<file path="config.mk">
export PLATFORM = sky130hd
export DESIGN_NAME = baud_tick_gen
export DESIGN_NICKNAME = d
export VERILOG_FILES = /design/src/rtl/baud_tick_gen.sv
export SDC_FILE = /design/constraint.sdc
export NUM_CORES = 1
export LEC_CHECK = 0
export CAP_MARGIN = 0
export CORE_MARGIN = 8
export CORE_UTILIZATION = 55
export DETAILED_ROUTE_END_ITERATION = 16
export GPL_TIMING_DRIVEN = 1
export PLACE_DENSITY = 0.78
export SLEW_MARGIN = 20
export SYNTH_ARGS = -nofsm -noshare
export SYNTH_HDL_FRONTEND = slang
export SYNTH_SLANG_ARGS = --single-unit
</file>
<file path="constraint.sdc">
create_clock -name clk_in -period 7 [get_ports clk_in]
set_input_delay 1.4 -clock clk_in [delete_from_list [all_inputs] [get_ports clk_in]]
set_output_delay 1.4 -clock clk_in [all_outputs]
set_load 0.03 [all_outputs]
</file>
<file path="src/rtl/baud_tick_gen.sv">
// Fractional-N baud-rate generator built on a phase accumulator (NCO).
// Each enabled clock adds 'inc' to 'acc'. The carry out of the add is the
// oversample strobe. Every OVERSAMPLE-th carry is the per-bit strobe.
// A square baud clock is derived from the oversample index.
// All outputs are registered. No input reaches an output combinationally.
module baud_tick_gen #(
  parameter int CLK_HZ     = 12000000,
  parameter int BAUD       = 9600,
  parameter int OVERSAMPLE = 16,
  parameter int ACC_W      = 24,
  localparam int PH_W      = $clog2(OVERSAMPLE)
) (
  input  logic             clk_in,
  input  logic             rst_n,
  input  logic             enable,
  input  logic             resync,
  input  logic             inc_load,
  input  logic [ACC_W-1:0] inc_in,
  output logic             os_tick,
  output logic             baud_tick,
  output logic [PH_W-1:0]  os_phase,
  output logic             clk_out
);

  // Rounded reset increment. It is computed in 64 bits so that
  // BAUD*OVERSAMPLE*2^ACC_W cannot overflow during elaboration.
  localparam logic [63:0] DEFAULT_INC_64 =
    (64'(BAUD) * 64'(OVERSAMPLE) * (64'd1 << ACC_W) + 64'(CLK_HZ) / 64'd2) / 64'(CLK_HZ);
  localparam logic [ACC_W-1:0] DEFAULT_INC = DEFAULT_INC_64[ACC_W-1:0];

  localparam logic [PH_W-1:0] PH_LAST = PH_W'(OVERSAMPLE - 1);
  localparam logic [PH_W-1:0] PH_HALF = PH_W'(OVERSAMPLE / 2);

  logic [ACC_W-1:0] acc;
  logic [ACC_W-1:0] inc;

  logic [ACC_W:0]   sum;
  logic             carry;
  logic             phase_wrap;
  logic [ACC_W-1:0] acc_d;
  logic [PH_W-1:0]  phase_d;
  logic             os_d;
  logic             baud_d;
  logic             clk_d;

  // Increment register. A load takes effect on the following edge, so the
  // add performed on the loading edge still uses the old value.
  always_ff @(posedge clk_in or negedge rst_n) begin
    if (!rst_n) begin
      inc <= DEFAULT_INC;
    end else if (inc_load) begin
      inc <= inc_in;
    end
  end

  // Next-state logic. Priority is resync first, then enable.
  // With enable low, everything holds except the strobes.
  always_comb begin
    sum        = {1'b0, acc} + {1'b0, inc};
    carry      = sum[ACC_W];
    phase_wrap = (os_phase == PH_LAST);
    acc_d      = acc;
    phase_d    = os_phase;
    os_d       = 1'b0;
    baud_d     = 1'b0;
    clk_d      = clk_out;
    if (resync) begin
      acc_d   = '0;
      phase_d = '0;
      clk_d   = 1'b0;
    end else if (enable) begin
      acc_d = sum[ACC_W-1:0];
      os_d  = carry;
      if (carry) begin
        phase_d = phase_wrap ? '0 : os_phase + PH_W'(1);
        baud_d  = phase_wrap;
      end
      clk_d = (phase_d >= PH_HALF);
    end
  end

  // Accumulator, oversample index and registered outputs.
  always_ff @(posedge clk_in or negedge rst_n) begin
    if (!rst_n) begin
      acc       <= '0;
      os_phase  <= '0;
      os_tick   <= 1'b0;
      baud_tick <= 1'b0;
      clk_out   <= 1'b0;
    end else begin
      acc       <= acc_d;
      os_phase  <= phase_d;
      os_tick   <= os_d;
      baud_tick <= baud_d;
      clk_out   <= clk_d;
    end
  end

endmodule

</file>
* Yosys cells after proc, flatten, opt, wreduce, memory -nomap -nowiden
Index checks and enable logic that the tools add are counted.
** Word-level totals
- Bits in registers :: 55
- Bits in latches :: 0
- Memory bits (writable) :: 0
- ROM bits :: 0
- Input port bits :: 29
- Output and inout port bits :: 7
- Word-level logic and storage cells :: 26
- Memories kept :: 0
** Cells by class
- Add/subtract/negate cells :: 2
- $mul :: 0
- Divide/modulo/power cells :: 0
- Magnitude comparators :: 1
- Eq/ne operators :: 1
- Shift operators :: 0
- Muxes and demuxes :: 15
- Bitwise operators :: 0
- Reduce and logical (&&, ||, !) cells :: 1
** Operator list (count)
- 24-bit 2-to-1 mux :: 2
- 24-bit by 24-bit adder with 25-bit output :: 1
- 4-bit 2-to-1 mux :: 6
- 1-bit 2-to-1 mux :: 7
- 4-bit by 1-bit adder with 4-bit output, second input constant :: 1
- 4-bit == test, second input constant :: 1
- 4-bit greater-or-equal comparator, second input constant :: 1
- 2-bit nonzero test :: 1

* Longest topological paths before layout
- Depth in word-level cells :: 8
- Gate-level depth with buffers :: 10
- Mapped depth without buffers :: 10

* Worst setup path after synthesis
No wires, ideal clock.
- Path kind :: input-to-reg
- Start :: input enable
- End :: register os_phase[2]
- Library setup time :: 0.125 ns
- Arrival :: 2.425 ns
- Required time :: 6.875 ns
- Setup slack :: 4.450 ns
- Stages on the path :: 5
- Path buffers :: 0
- Cell sequence :: inv_1 nor4_1 a22oi_4 nor2_2 mux2_4
** On the way
- Cells in the longest elaborated chain, start to end :: 1
** RTL lines
- start, declared :: line 15 : input logic enable,
- 2-bit nonzero test (no source line)
- end signal, assigned :: line 92 : os_phase <= phase_d;
- end, declared :: line 21 : output logic [PH_W-1:0] os_phase,
No other way between the ends.
A chain may end at the register's enable or synchronous reset.

* Worst setup path after layout
Ends and elaborated chain as after synthesis.

==> results.yml <==
drt:
  first_pass_iters: 4
  antenna_left: 0
  vias_per_cell: 5.944
  routedWlPerCell_um: 16.55
  finalWirelength_mm: 7.381
  initialDrtViolationCount: 158
  drcViolationCount: 0
  vias: 2651
placement:
  io_buffers: 35
  placed_area_sq_um: 3809
  gp_congestion: 0.9073
  dp_hpwl_mm: 5.519
cts:
  htree_levels: 2
  postCtsHoldBufs: 0
  cts_tree: "built"
  cts_setup_buffers: 0
  cts_buffers: 5
  clk_latency_ns: 0.31
  clk_pin_slew_ns: 0.10
  ctsRootBufferMaster: "clkbuf_8"
  cts_sinks: 55
  cts_max_path_buffers: 2
  cts_resized: 0
sta:
  relSlewSlack: 0.4631
  hold_viol: 0
  final-setup-viol-count: 0
  layout_worst_path_cycle_share: 0.5144
  fmax_ghz: 0.2777
  slew_viol_final: 0
  tightest_slew_ns: 0.8029
  min_period_ns: 3.601
  fin_skew_ns: 0.01244
  grt_setup_unrepaired: "false"
  fin_setup_tns_ns: 0
setup_path:
  crit_chain: "clkdlybuf4s50_1 > inv_1 > nor4_1 > a22oi_4 > nor2_2 > mux2_4"
  rr_worst_depth: 10
  cp_max_fo: 14
  critPathLaunchType: "input port"
  cp-startpoint: "enable"
  worst-setup-path-type: "in2reg"
  critPathCaptureType: "flip-flop"
  regToRegStartpoint: "acc[0]"
  cp_slowest_cell: "clkdlybuf4s50_1"
  cp.required_ns: 7.20
  r2r_slack_ns: 4.38
  cp_slowest_stage_delay_ns: 0.99
  worstPathArrival_ns: 3.80
  crit_path_end: "os_phase[2]"
  regToRegEndpoint: "acc[18]"
finish:
  final_layout_size_suffix_gt1_frac: 0.1402
  multi_input_area_sq_um: 1936
  diodes: 0
  ff_latch_area_sq_um: 1389
  layout_commonest_cell: "dfrtp_1"
  fin_area_sq_um: 3936
  fillers: 505
  final_cell_mix: "dfrtp_1, clkdlybuf4s50_1, nand2_1"
  area_delta_synth_final_pct: 15.83
  nets: 425
synthesis:
  synth_cell_type_count: 54
  syn-cell-area_sq_um: 3398
  synth_edf_count: 0
  avgSynthCellArea_sq_um: 10.08
  ys_ff_latch: 55
  synth_ff_type: "dfrtp_1"
  yosysWarnings: 0
  async_reset_ff_frac: 1.000
  syn_nets: 392
  synthCells: 337
  yosysSeqAreaShare: 0.4087
pwr:
  p_per_area_nw_per_um2: 265.8
  irDropWorstVdd_uv: 149.8
  p_leak_uw: 0.001814
  power_uw: 1046
grt:
  grt_pass1_vias: 2660
  grt_max_degree: 56
  grt_pass1_wl_mm: 12.54
  overflow: 0
  antenna_found_initial: 0
  grt_use_total: 0.1748
run:
  max_cap_violations: 0
floorplan:
  die_area_sq_um: 8950
  die_w_um: 94.61
  core-area_sq_um: 5956
  start_util: 0.5706
  ios: 36
  row_count: 28
  die_h_um: 94.61
outcome:
  status: "finished, final reports clean"
worst_hold_path:
  hold_path.class: "reg2reg"
  min_path_cells: 2
-- routing by layer --
metal  global-route usage  part of all wire  vias to the layer above
li1                     -                 -                     1294
met1               0.2207              0.45                     1299
met2               0.2839              0.49                       47
met3              0.03889             0.041                       11
met4              0.07022             0.017                        0
met5                    0                 0                        -
-- synthesized netlist by cell type, types with 2 or more instances --
| cell | n | area (sq um) |
|---|---|---|
| o21ai_1 | 6 | 30.03 |
| nand4_1 | 4 | 25.02 |
| nand3_1 | 7 | 35.03 |
| nor2_1 | 22 | 82.58 |
| and2_1 | 3 | 18.77 |
| ha_1 | 25 | 312.8 |
| nand2b_1 | 3 | 18.77 |
| xnor2_1 | 12 | 105.1 |
| and3_1 | 5 | 31.28 |
| xor2_1 | 5 | 43.79 |
| mux2i_1 | 12 | 120.1 |
| and2b_1 | 2 | 15.01 |
| a31oi_1 | 7 | 43.79 |
| o211ai_1 | 2 | 15.01 |
| a21boi_0 | 3 | 22.52 |
| a211oi_1 | 4 | 30.03 |
| a21o_1 | 10 | 75.07 |
| inv_1 | 10 | 37.54 |
| o21a_1 | 4 | 30.03 |
| nand2_1 | 29 | 108.9 |
| nor4_1 | 2 | 12.51 |
| a21oi_1 | 23 | 115.1 |
| nor3_1 | 3 | 15.01 |
| nor2b_1 | 2 | 12.51 |
| dfrtp_1 | 45 | 1126 |
| dfstp_2 | 10 | 262.8 |
| clkbuf_1 | 9 | 33.78 |
| o21ai_0 | 18 | 90.09 |
| mux2_2 | 23 | 259.0 |
| o31ai_1 | 3 | 22.52 |
-- area by class of cell --
type / count / area share
well taps: 75 / 0.02384
flip-flops and latches: 55 / 0.3528
multi-input cells: 262 / 0.4917
clock buffers: 6 / 0.01844
clock inverters: 2 / 0.01526
inverters: 10 / 0.009536
repair buffers: 36 / 0.08837
-- report_power, final --
group	internal, uW	total (uW)	switching (uW)
Combinational	181	408	227
Clock	143	245	102
Sequential	366	393	27.0
-- registers in the layout, indices dropped and copies added (netlist names) --
register / count
os_tick: 1
baud_tick: 1
clk_out: 1
os_phase: 4
inc: 24
acc: 24
-- metrics by stage --
step / setup WS [ns] / hold WS [ns] / util / instances
floorplan: 4.450 / 0.4551 / - / 337
global placement: 3.206 / 0.4680 / 0.6391 / 438
detailed placement: 3.090 / 0.4770 / 0.6395 / 438
CTS: 3.418 / 0.5018 / 0.6618 / 446
global route: 3.288 / 0.5173 / 0.6609 / 446
finish: 3.399 / 0.4989 / 0.6609 / 446
-- cell families after synthesis --
kind of cell,Yosys count,share of synthesized area
compound gates,96,0.1900
xor+xnor,17,0.04381
simple gates,87,0.1211
mux,36,0.1160
fa+ha+maj,26,0.09794
buf+inv,20,0.02246
flops,55,0.4087
-- worst max-delay path: cells and delay by family --
family	cells	cell delay, ns
buffers and inverters	2	1.23
AO/OA/AOI/OAI	1	0.14
multiplexers	1	0.30
AND/OR/NAND/NOR	2	0.73
-- how the worst min path moves through the flow --
stage / start / to / slack, ns
after floorplan: acc[23] / acc[23] / 0.46
after global placement: acc[7] / acc[7] / 0.47
after detailed placement: acc[16] / acc[16] / 0.48
after CTS: acc[16] / acc[16] / 0.50
after global routing: acc[7] / acc[7] / 0.52
final: acc[15] / acc[15] / 0.50
Power figures use the tool's default switching activity.
